**src/rtl/alarm_clock_pkg.sv**
```systemverilog
// alarm_clock_pkg
//   Shared definitions for the alarm-clock key entry logic:
//     - key codes for the two command keys (digits are 0-9, 12-15 unused)
//     - FSM state type and state encodings
//     - default inactivity timeout in one_second ticks
//     - BCD HH:MM range check used when load validation is compiled in
package alarm_clock_pkg;

  localparam logic [3:0] KEY_ALARM = 4'd10;
  localparam logic [3:0] KEY_TIME  = 4'd11;

  localparam int DEFAULT_TIMEOUT_SEC = 10;

  typedef logic [1:0] state_t;

  localparam state_t ST_IDLE       = 2'd0;
  localparam state_t ST_ENTRY      = 2'd1;
  localparam state_t ST_SHOW_ALARM = 2'd2;

  // True when t holds a legal 24-hour BCD time 00:00..23:59.
  // Each digit is bounded individually, which also rejects non-BCD nibbles.
  function automatic logic bcd_time_valid(input logic [15:0] t);
    logic ok;
    ok = 1'b1;
    if (t[15:12] > 4'd2) ok = 1'b0;
    if (t[11:8] > 4'd9) ok = 1'b0;
    if ((t[15:12] == 4'd2) && (t[11:8] > 4'd3)) ok = 1'b0;
    if (t[7:4] > 4'd5) ok = 1'b0;
    if (t[3:0] > 4'd9) ok = 1'b0;
    return ok;
  endfunction

endpackage

```
**src/rtl/key_shift_reg.sv**
```systemverilog
// key_shift_reg
//   Four-digit BCD entry buffer. Each shift drops the most significant digit
//   and inserts the new digit as the least significant one.
// Ports:
//   clock    in   rising-edge clock
//   reset_n  in   synchronous active-low reset, clears the buffer
//   shift    in   insert digit this cycle
//   clear    in   zero the buffer this cycle
//   digit    in   4-bit digit to insert
//   value    out  16-bit buffer contents, [15:12] is the oldest digit
module key_shift_reg (
  input  logic        clock,
  input  logic        reset_n,
  input  logic        shift,
  input  logic        clear,
  input  logic [3:0]  digit,
  output logic [15:0] value
);

  logic [15:0] value_q;
  logic [15:0] value_d;

  // clear together with shift starts a fresh entry: a digit typed in the
  // same cycle the previous entry is being discarded must not be lost.
  always_comb begin
    value_d = value_q;
    if (clear && shift) begin
      value_d = {12'h000, digit};
    end else if (clear) begin
      value_d = 16'h0000;
    end else if (shift) begin
      value_d = {value_q[11:0], digit};
    end
  end

  always_ff @(posedge clock) begin
    if (!reset_n) begin
      value_q <= 16'h0000;
    end else begin
      value_q <= value_d;
    end
  end

  assign value = value_q;

endmodule

```
**src/rtl/key_entry_ctrl.sv**
```systemverilog
// key_entry_ctrl
//   Keypad front end of the alarm clock. Digits are collected into a four
//   digit BCD buffer; ALARM or TIME commits the buffer as a one-cycle load
//   pulse. ALARM pressed while idle shows the alarm time until any key or
//   a timeout. An inactivity timeout abandons entry/display without loading.
//
// Handshake: key is qualified by key_valid for exactly one cycle; there is no
//   back-pressure, every strobe with a code 0..11 is consumed in the cycle it
//   is sampled, codes 12..15 are dropped with no side effect at all.
//
// Optional build feature: define KEY_ENTRY_VALIDATE_EN to range-check the
//   buffer on a load (HH <= 23, MM <= 59, every digit <= 9); an illegal
//   value produces an entry_err pulse instead of the load pulse.
//
// Ports:
//   clock          in   rising-edge clock
//   reset_n        in   synchronous active-low reset
//   one_second     in   one-cycle tick per second
//   key_valid      in   key strobe
//   key[3:0]       in   key code
//   new_time[15:0] out  entered BCD HHMM
//   load_alarm     out  pulse: alarm register loads new_time
//   load_time      out  pulse: current time loads new_time
//   show_new_time  out  display new_time (ENTRY state)
//   show_a         out  display alarm time (SHOW_ALARM state)
//   entry_err      out  pulse: load rejected by range check
//   state_dbg[1:0] out  current FSM state
module key_entry_ctrl
  import alarm_clock_pkg::*;
#(
  parameter int TIMEOUT_SEC = DEFAULT_TIMEOUT_SEC
) (
  input  logic        clock,
  input  logic        reset_n,
  input  logic        one_second,
  input  logic        key_valid,
  input  logic [3:0]  key,
  output logic [15:0] new_time,
  output logic        load_alarm,
  output logic        load_time,
  output logic        show_new_time,
  output logic        show_a,
  output logic        entry_err,
  output state_t      state_dbg
);

  localparam logic [3:0] TIMEOUT_LIM = 4'(TIMEOUT_SEC);

  state_t      state_q, state_d;
  logic [3:0]  cnt_q, cnt_d;
  logic [3:0]  cnt_inc;
  logic        key_ok;
  logic        key_digit;
  logic        load_is_alarm;
  logic        shift_req;
  logic        tmo_clear;
  logic        load_req;
  logic        time_ok;
  logic        clr_pulse;
  logic        ld_a_q, ld_t_q;
  logic        snt_q, sa_q;

  // Codes 12..15 never count as a key: they neither act nor restart the timer.
  assign key_ok        = key_valid && (key <= KEY_TIME);
  assign key_digit     = key <= 4'd9;
  assign load_is_alarm = key == KEY_ALARM;
  assign cnt_inc       = cnt_q + 4'd1;

  always_comb begin
    state_d   = state_q;
    cnt_d     = cnt_q;
    shift_req = 1'b0;
    tmo_clear = 1'b0;
    load_req  = 1'b0;
    case (state_q)
      ST_IDLE: begin
        cnt_d = 4'd0;
        if (key_ok) begin
          if (key_digit) begin
            shift_req = 1'b1;
            state_d   = ST_ENTRY;
          end else if (load_is_alarm) begin
            state_d = ST_SHOW_ALARM;
          end
        end
      end
      ST_ENTRY: begin
        // A key always wins over a coincident tick.
        if (key_ok) begin
          cnt_d = 4'd0;
          if (key_digit) begin
            shift_req = 1'b1;
          end else begin
            load_req = 1'b1;
            state_d  = ST_IDLE;
          end
        end else if (one_second) begin
          if (cnt_inc == TIMEOUT_LIM) begin
            cnt_d     = 4'd0;
            tmo_clear = 1'b1;
            state_d   = ST_IDLE;
          end else begin
            cnt_d = cnt_inc;
          end
        end
      end
      ST_SHOW_ALARM: begin
        if (key_ok) begin
          cnt_d   = 4'd0;
          state_d = ST_IDLE;
        end else if (one_second) begin
          if (cnt_inc == TIMEOUT_LIM) begin
            cnt_d     = 4'd0;
            tmo_clear = 1'b1;
            state_d   = ST_IDLE;
          end else begin
            cnt_d = cnt_inc;
          end
        end
      end
      default: begin
        cnt_d   = 4'd0;
        state_d = ST_IDLE;
      end
    endcase
  end

`ifdef KEY_ENTRY_VALIDATE_EN
  logic err_q;

  // new_time still holds the committed value in the cycle the key is sampled.
  assign time_ok = bcd_time_valid(new_time);

  always_ff @(posedge clock) begin
    if (!reset_n) begin
      err_q <= 1'b0;
    end else begin
      err_q <= load_req && !time_ok;
    end
  end

  assign entry_err = err_q;
  assign clr_pulse = ld_a_q | ld_t_q | err_q;
`else
  assign time_ok   = 1'b1;
  assign entry_err = 1'b0;
  assign clr_pulse = ld_a_q | ld_t_q;
`endif

  always_ff @(posedge clock) begin
    if (!reset_n) begin
      state_q <= ST_IDLE;
      cnt_q   <= 4'd0;
      ld_a_q  <= 1'b0;
      ld_t_q  <= 1'b0;
      snt_q   <= 1'b0;
      sa_q    <= 1'b0;
    end else begin
      state_q <= state_d;
      cnt_q   <= cnt_d;
      ld_a_q  <= load_req && load_is_alarm && time_ok;
      ld_t_q  <= load_req && !load_is_alarm && time_ok;
      snt_q   <= state_d == ST_ENTRY;
      sa_q    <= state_d == ST_SHOW_ALARM;
    end
  end

  // The buffer is cleared one cycle after a load/error pulse so the pulse
  // cycle still presents the committed value; a timeout clears at once.
  key_shift_reg u_shift (
    .clock   (clock),
    .reset_n (reset_n),
    .shift   (shift_req),
    .clear   (tmo_clear | clr_pulse),
    .digit   (key),
    .value   (new_time)
  );

  assign load_alarm    = ld_a_q;
  assign load_time     = ld_t_q;
  assign show_new_time = snt_q;
  assign show_a        = sa_q;
  assign state_dbg     = state_q;

endmodule

```
**config.mk**
```make
export PLATFORM = sky130hd
export DESIGN_NAME = key_entry_ctrl
export DESIGN_NICKNAME = d
export VERILOG_FILES = /design/src/rtl/alarm_clock_pkg.sv /design/src/rtl/key_shift_reg.sv /design/src/rtl/key_entry_ctrl.sv
export SDC_FILE = /design/constraint.sdc
export NUM_CORES = 1
export LEC_CHECK = 0
export ABC_AREA = 0
export CORE_UTILIZATION = 50
export CTS_BUF_LIST = sky130_fd_sc_hd__clkbuf_8 sky130_fd_sc_hd__clkbuf_16
export CTS_CLUSTER_SIZE = 10
export DETAILED_ROUTE_END_ITERATION = 8
export DONT_BUFFER_PORTS = 1
export GPL_TIMING_DRIVEN = 1
export HOLD_SLACK_MARGIN = 0.05
export PLACE_DENSITY = 0.73
export SETUP_SLACK_MARGIN = 0.3
export SYNTH_ARGS = -nofsm -noshare
export SYNTH_HDL_FRONTEND = slang
export SYNTH_SLANG_ARGS = --single-unit
```
**constraint.sdc**
```tcl
create_clock -name clock -period 1.73 [get_ports clock]
set_input_delay 0.173 -clock clock [delete_from_list [all_inputs] [get_ports clock]]
set_output_delay 0.173 -clock clock [all_outputs]
set_load 0.01 [all_outputs]
```
==> results.txt, run 1 <==
* Distinct cell type count of the synthesized netlist: 46
- For this run, the slowest stage of the critical path takes between 300 and 400 ps.
- Row generation in the floorplan step produced 18 rows.
* Required time worst endpoint: ~1900 ps
* Clock skew after layout: 1.40 ps
* Count of cells along the worst register-to-register path: 6
* RSZ-0062 raised after global routing: true
- Reg2reg start: cnt_q[0]
- The finished layout holds 195 standard cells, fillers aside.
- Cell count after synthesis: around 160
* Mapped Avg Cell Area: 8.98 µm²
* Worst Hold Slack: approximately 59 ps
- Broken down by cell family, the worst path's largest delay share belongs to compound AO/OA/AOI/OAI gates.
* Total congestion overflow: 0
- In this run the worst hold path is classified as input pin to register.
- Number of port buffers: 0
- The floorplan step defined a die boundary enclosing 3000 µm².
* Routed wire length per instance: 15.0 µm
- Largest net degree at the start of global routing: 17
- In the final timing run, aggregate negative setup slack is 0 ps.
- First-pass GRT wire length: 4.36 mm
- 0 antenna diodes ended up in the layout.
- Syn_nets: 169
- The clock net in this run drives a total of 26 sinks.
- In this run the number of cells on the critical path is 6.
- Hpwl dp: roughly 2.0 mm
- TritonCTS built the clock tree.
* Max_cap viols: 0
- Across every metal layer, demand over resource in global routing totals 20.4%.
- CTS clk-pin slew, worst paths: 90 ps
* Count of endpoints failing hold in the final timing report: 0
* Buffers plus inverters on the worst setup path: 0
* Post-synthesis register bit count: 26
- Number of global-route vias before repair: roughly 1100
- Die H: 54.8 µm
- Cell Pwr Density: around 790 nW/µm²
- The filler cells instantiated in the layout total 235.
- CORE AREA: around 2500 µm²
- Path type of the worst setup path: register to register
* Startpoint Class: register
* Post-route setup slack: 202 ps
* Total number of nets in the final design: 180
* Area grow syn2layout: 19.7%
- Slowest cell on the critical path: sky130_fd_sc_hd__dfxtp_4
- Setup slack on the worst reg-to-reg path comes out at about 200 ps.
* Maximum buffer depth of the clock tree: 2
* Crit-path cells: ha_4, or2_1, o21ai_2, a21oi_4, o31a_1, a32o_1
* Final clock period utilization by the worst path: 88.3%
* Sequential area share after synthesis: 37.4%
- The endpoint identified for the worst register-to-register timing path is u_shift.value[3].
* Die width: approximately 55 µm
* Final count of pins violating max slew: 0
* Placer Congestion: 0.857
* First-pass DRT Iterations: 4
- Post-placement cell count: 180
- CTS built an H-tree with a depth of 1.
* CP startpoint: cnt_q[0]
* Clock insertion delay at the later pin of the skew report: 260 ps
- OpenSTA, run right after detailed placement, puts the worst setup slack at 79.6 ps.
* Wire length reported by the detailed router: approximately 3 mm
- Post-route ant nets: 0
* Status: completed
- In this run, CTS created clock tree buffers numbering 3.
- Final Power: roughly 1.3 mW
- Clk root buf: sky130_fd_sc_hd__clkbuf_8
- Of all nets on the critical path, the largest fanout is 4.
- Vias/cell: approximately 5.7
- The initial antenna violation count is 0.
- For this run, the top clock speed supported by timing is 0.654 GHz.
* DRT iter0 DRCs: 18
* Top-level port count: 31
- The worst setup path is captured at a register.
- Data on the critical path arrives at its endpoint at 1690 ps.
- For this run, design rule violations remaining after detail routing come to 0.
- Leakage power total: 0.609 nW
* Termination of the worst setup path: u_shift.value[3]
- The routed layout has between 1000 and 1500 vias.
- Setup violations remaining at the end of the flow were counted as 0.
- Once the floorplan was initialized, standard cells occupied approximately 55% of the core.
* Worst IR Drop VDD: 0.000496 V
- The post-route netlist has 33.3% of its cells at a drive strength greater than 1.
* Number of warnings printed during yosys synthesis: 0
- Clock period minus worst slack: 1530 ps
- After synthesis the cells add up to 1390 µm².
==> flip-flops by register name, summed over array words and instances, names as in the netlist <==
register and flops:
u_shift.value 16, state_dbg 2, load_time 1, load_alarm 1, show_new_time 1, show_a 1
cnt_q 4
==> metal layers <==
metal / up-vias / global-route usage (%) / routed length, µm / part of all wire, %
met5: - / 0 / 0 / 0
li1: 557 / - / - / -
met1: 529 / 20.4 / 1240 / 42
met4: 0 / 7.69 / 11 / 0.38
met3: 2 / 5.00 / 175 / 6.0
met2: 31 / 39.6 / 1500 / 51
==> worst min path at each step <==
stage / startpoint / to / slack, ps / depth (start not counted)
2_1_floorplan: key[0] / load_alarm / 250 / 1
3_3_place_gp: key[0] / load_alarm / 250 / 1
3_5_place_dp: key[0] / load_alarm / 250 / 1
4_1_cts: key[0] / load_time / 60 / 2
5_1_grt: key[0] / u_shift.value[0] / 50 / 1
6_report: key[1] / u_shift.value[1] / 60 / 1
==> report_power, final <==
group	internal, mW	switching [mW]
logic	0.111	0.130
registers	0.634	0.0545
clock network	0.203	0.182
==> logic make-up (layout without fill, tap and decap cells) <==
| kind of cell | Yosys count | in the layout | synth area share (%) |
|---|---|---|---|
| xor+xnor | 1 | 1 | 0.630 |
| buf+inv | 13 | 23 | 7.55 |
| simple gates | 77 | 77 | 31.8 |
| fa+ha+maj | 6 | 6 | 5.40 |
| flops | 26 | 26 | 37.4 |
| other cells | 1 | 1 | 0.270 |
| compound gates | 31 | 31 | 16.9 |
==> timing repair <==
action                                  in CTS  in global routing
pin swaps                                   14                  8
hold buffers                                 2                  0
buffers inserted                             9                  0
hold endpoints to repair                     2                  0
endpoints found under the setup margin      22                 23
resized for setup                           16                  7
==> placed cells by master (no fill, tap or decap), types with 3 or more instances in the layout <==
| cell type | instances |
|---|---|
| sky130_fd_sc_hd__clkbuf_8 | 4 |
| sky130_fd_sc_hd__nand2b_1 | 3 |
| sky130_fd_sc_hd__inv_1 | 4 |
| sky130_fd_sc_hd__nand2_1 | 9 |
| sky130_fd_sc_hd__nor2_1 | 31 |
| sky130_fd_sc_hd__dfxtp_1 | 22 |
| sky130_fd_sc_hd__ha_4 | 3 |
| sky130_fd_sc_hd__dfxtp_4 | 4 |
| sky130_fd_sc_hd__nor3_2 | 9 |
| sky130_fd_sc_hd__and2_1 | 4 |
| sky130_fd_sc_hd__nand3_1 | 3 |
| sky130_fd_sc_hd__a32o_1 | 4 |
| sky130_fd_sc_hd__buf_4 | 9 |
==> Yosys cell counts (all sizes together) <==
| cell | number | area (µm²) |
|---|---|---|
| o2111ai | 2 | 17.5 |
| nor3 | 12 | 116 |
| nor2b | 2 | 12.5 |
| a22o | 1 | 8.76 |
| and2 | 5 | 33.8 |
| or2 | 1 | 6.26 |
| clkbuf | 1 | 5.00 |
| conb | 1 | 3.75 |
| o211ai | 2 | 15.0 |
| o31a | 1 | 8.76 |
| a21boi | 1 | 7.51 |
| nor2 | 33 | 131 |
| dfxtp | 26 | 521 |
| nand2 | 11 | 41.3 |
| nand2b | 3 | 18.8 |
| xor2 | 1 | 8.76 |
| o22ai | 1 | 6.26 |
| a211oi | 1 | 7.51 |
| a31oi | 1 | 6.26 |
| nand3b | 1 | 7.51 |
| ha | 6 | 75.1 |
| clkdlybuf4s15 | 1 | 10.0 |
| nand3 | 3 | 15.0 |
| o21ai | 7 | 35.0 |
| and3 | 1 | 6.26 |
| a21oi | 5 | 28.8 |
| a311o | 1 | 10.0 |
| nor3b | 2 | 31.3 |
| o31ai | 3 | 36.3 |
| o21a | 1 | 7.51 |
| nand4 | 2 | 12.5 |
| inv | 6 | 22.5 |
| and4b | 1 | 10.0 |
| bufbuf | 1 | 32.5 |
| buf | 4 | 35.0 |
| a32o | 4 | 40.0 |
==> stage by stage <==
step | util [%] | area [µm²]
5_1_grt | 65.4 | 1670
6_report | 65.4 | 1670
2_1_floorplan | - | 1450
3_5_place_dp | 56.0 | 1430
4_1_cts | 64.5 | 1640
3_3_place_gp | 56.0 | 1430
==> worst reg2reg max path: cells and delay by family, from the launching register on <==
family / cells / cell delay [ps]
and+or+nand+nor: 1 / 210
AOI/OAI and AO/OA: 4 / 680
adders and majority gates: 1 / 160
DFF: 1 / 370
==> final cells by class <==
cell class                      instances  area, µm²  share of cell area (%)
Multi-Input combinational cell        116        891                    53.5
Sequential cell                        26        536                    32.2
Timing Repair Buffer                   13        119                    7.14
Clock buffer                            4       55.1                    3.31
Tap cell                               30       37.5                    2.25
Inverter                                6       27.5                    1.65
No activity file was read; power rests on OpenSTA's default activity.
==> run 2: changes to the inputs <==
--- a/config.mk
+++ b/config.mk
@@ -5,7 +5,7 @@
 export SDC_FILE = /design/constraint.sdc
 export NUM_CORES = 1
 export LEC_CHECK = 0
-export ABC_AREA = 0
+export ABC_AREA = 1
 export CORE_UTILIZATION = 50
 export CTS_BUF_LIST = sky130_fd_sc_hd__clkbuf_8 sky130_fd_sc_hd__clkbuf_16
 export CTS_CLUSTER_SIZE = 10
==> run 2 against run 1 <==
Against the previous run: clock skew about the same; core utilization grew 2.6 points; clock power up 29%; cell area fell by 6.2%; highest routed layer unchanged; setup slack gained 96 ps; fmax increased by 6.7%; register-to-register slack better by 96 ps; synthesized cell count rose by 1.9%; cell count grew 3.1%; non-clock buffer count is 1 higher.
==> results.txt, run 2 <==
- Status: completed
* TritonCTS clock tree: yes
- The fraction of layout instances using a drive strength above 1 came to 31.2% (-2.1 points).
- Area share of the largest cell type after synthesis: 40.9% (+3.5 points)
- The number of flip-flops under the largest register name was 16 (unchanged).
- The clock latency reported for the late side of the worst-skew pair was 270 ps (about the same).
* Most common cell after layout, fill and taps aside: sky130_fd_sc_hd__nand2_1
- The iteration-0 DRC count of the detailed router was 35 (+17).
- CORE AREA: 2300 µm² (-9.7%)
- Final Power: 1.29 mW (-1.8%)
* Required time worst endpoint: 1920 ps (+30 ps)
- The via count of the routed design came to 1109 (-0.89%).
* Post-synthesis register bit count: 26 (unchanged)
- Final routed DRC violation total: 0 (unchanged)
- Synth Flop Type: sky130_fd_sc_hd__dfxtp_1
- The via count of the first global-routing pass came to 1042 (-2.4%).
* Wire length reported by the detailed router: 2.89 mm (-1.3%)
- Clock period minus worst slack: 1430 ps (-95.7 ps)
* Syn_nets: 172 (+1.8%)
* Maximum level of the CTS H-tree: 1 (unchanged)
* Netlist area before placement: 1270 µm² (-8.5%)
- Counting instances in the post-synthesis netlist gives the leading cell types as sky130_fd_sc_hd__nand2_1, sky130_fd_sc_hd__dfxtp_1, sky130_fd_sc_hd__inv_1.
- The maximum frequency from static timing analysis is 0.698 GHz (+6.7%).
- The die outline width was 52.5 µm (-4.2%).
* Distinct cell type count of the synthesized netlist: 25 (-46%)
- The leakage dissipation was 0.627 nW (+2.9%).
- Sequential area share after synthesis: 40.9% (+3.5 points)
* Highest-count cells in the layout ignoring fill and taps: sky130_fd_sc_hd__nand2_1, sky130_fd_sc_hd__dfxtp_1, sky130_fd_sc_hd__inv_1
- Clock tree synthesis selected as its root buffer the cell sky130_fd_sc_hd__clkbuf_8.
- The die footprint came to 2750 µm² (-8.2%).
- The mean instance size in the synthesized netlist came to 8.06 µm² (-10%).
- Number of port buffers: 0 (unchanged)
- The number of nets in the final layout came to 188 (+4.4%).
* Top cells by area in the synthesized netlist: sky130_fd_sc_hd__dfxtp_1, sky130_fd_sc_hd__nand2_1, sky130_fd_sc_hd__a21oi_2
* Count of cells along the worst register-to-register path: 8 (+2)
- The final worst-path setup slack came to 298 ps (+95.7 ps).
- Cell Pwr Density: 826 nW/µm² (+4.6%)
- The share of total power in combinational logic is 12.3% (-6.0 points).
- The initial standard-cell utilization of the core came to 55.4% (+0.78 points).
* Final setup violation count: 0 (unchanged)
- Min-Delay Path Class: input pin to register
- Hpwl dp: 1.84 mm (-7.6%)
* Worst slew margin: 57.3%
- The max-capacitance violation count is 0 (unchanged).
- The initial antenna violation count is 0 (unchanged).
- CP startpoint: cnt_q[0]
- Std-Cell Rows: 17 (-1)
- Int Power: 0.986 mW (+4.1%)
- The via count normalized by instance count was 5.52 (-3.9%).
* Count of endpoints failing hold in the final timing report: 0 (unchanged)
- Clock skew after layout: 1.75 ps (+0.344 ps)
- Path type of the worst setup path: register to register
- Capturing element type of the critical path: register
- The overall routing resource usage came to 22.4% (+2.0 points).
- Antenna diodes: 0 (unchanged)
- The top-level port count was 31 (unchanged).
* Largest area contributor in the synthesized netlist: sky130_fd_sc_hd__dfxtp_1
* Reg2reg start: cnt_q[0]
- The fraction of registers with async set or reset after synthesis came to 0% (unchanged).
- Arrival time worst endpoint: 1620 ps (-70 ps)
- The clock slew at the register clock pins of the worst setup and hold paths came to 90 ps (about the same).
- The switching power was 0.304 mW (-17%).
- The count of nets left with antenna violations after detail routing came to 0 (unchanged).
- The total negative slack for setup checks is 0 ps (unchanged).
- In the post-synthesis netlist, the cell with the most instances is sky130_fd_sc_hd__nand2_1.
* Routed wire length per instance: 14.4 µm (-4.2%)
- First-pass DRT Iterations: 4 (unchanged)
- RSZ-0062 raised after global routing: true
* Maximum buffer depth of the clock tree: 2 (unchanged)
- The number of flops mapped to enable cells by yosys was 0 (unchanged).
- Die H: 52.5 µm (-4.2%)
- Number of buffers inserted during clock tree synthesis: 3 (unchanged)
- Number of warnings printed during yosys synthesis: 0 (unchanged)
- Final clock period utilization by the worst path: 82.8% (-5.5 points)
- The register-to-register setup slack came to 300 ps (+100 ps).
- The filler-free cell count of the finished design was 201 (+3.1%).
- The number of clock sinks was 26 (unchanged).
- Reg2Reg Capture Point: cnt_q[3]
- The switching share of power was 23.6% (-4.3 points).
* Sequential cell fraction of total power: 49.1% (-3.3 points)
* Startpoint Class: register
* Slew of the pin with the lowest slew margin: 639 ps
- The final number of max-transition violations was 0 (unchanged).
- Clock Power Share: 38.7% (+9.4 points)
- Worst IR Drop VDD: 0.000698 V (+41%)
- Placer Congestion: 0.854 (-0.40%)
- The number of placed cells counting well taps was 183 (+1.7%).
* First-pass GRT wire length: 4.33 mm (-0.62%)
- From synthesis to final layout, the design area changed by 22.7%.
- Worst slack after detailed placement: 140 ps (+60.0 ps)
- The maximum fanout along the worst path was 3 (-1).
- The maximum number of pins on one net before global-route repair was 17 (unchanged).
- Termination of the worst setup path: cnt_q[3]
* Total congestion overflow: 0 (unchanged)
* Cell count after synthesis: 158 (+1.9%)
==> run 2: power by group through the flow <==
stage / clock network [mW] / logic [mW] / registers, mW
global route: 0.528 / 0.172 / 0.636
floorplan: 0 / 0.110 / 0.645
CTS: 0.508 / 0.146 / 0.636
detailed placement: 0 / 0.116 / 0.649
finish: 0.499 / 0.158 / 0.634
global placement: 0 / 0.112 / 0.649
==> run 2: area by class of cell <==
cell class,instances,area [µm²]
flip-flops and latches,26,536
fillers,185,734
clock inverters,1,30.0
repair buffers,14,123
multi-input cells,111,723
clock buffers,3,41.3
well taps,28,35.0
inverters,18,75.1
==> run 2: worst min-delay path by stage <==
stage,depth (start not counted),from,to
after floorplan,1,one_second,cnt_q[0]
after global placement,1,one_second,cnt_q[0]
after detailed placement,1,one_second,cnt_q[0]
after CTS,2,one_second,cnt_q[2]
after global routing,2,key[3],u_shift.value[3]
final,2,one_second,cnt_q[2]
==> run 2: per-stage QoR <==
step	hold slack, ps	util, %	cell area, µm²
after global placement	275	55.7	1280
after global routing	62.8	68.0	1560
final	56.1	68.0	1560
after floorplan	269	-	1290
after detailed placement	276	55.7	1280
after CTS	53.4	64.3	1480
==> run 2: what timing repair did <==
item                                   in CTS  in global routing
hold buffers                                4                  0
setup buffers                               2                  7
pin swaps                                   4                 10
setup endpoints to repair                  22                 21
resized for setup                          18                 11
gates cloned                                1                  0
endpoints found under the hold margin       4                  0
==> run 2: metal layers <==
layer	up-vias	routed length [µm]	GRT usage (%)
li1	546	-	-
met1	517	1190	24.1
met2	40	1460	38.0
met3	6	188	6.96
met4	0	57	13.2
met5	-	0	0
==> run 2: kinds of logic after synthesis <==
logic type / synth area share [%]
simple gates: 28.5
fa+ha+maj: 5.89
flops: 40.9
buf+inv: 9.43
compound gates: 15.0
other cells: 0.294
==> run 2: worst max-delay path, cell delays in order, from the launching register on <==
cell,delay (ps)
sky130_fd_sc_hd__dfxtp_4,370
sky130_fd_sc_hd__buf_4,140
sky130_fd_sc_hd__ha_1,220
sky130_fd_sc_hd__inv_2,70
sky130_fd_sc_hd__nor2_4,40
sky130_fd_sc_hd__buf_4,130
sky130_fd_sc_hd__nand2_2,90
sky130_fd_sc_hd__a21oi_1,70
sky130_fd_sc_hd__a211oi_1,210
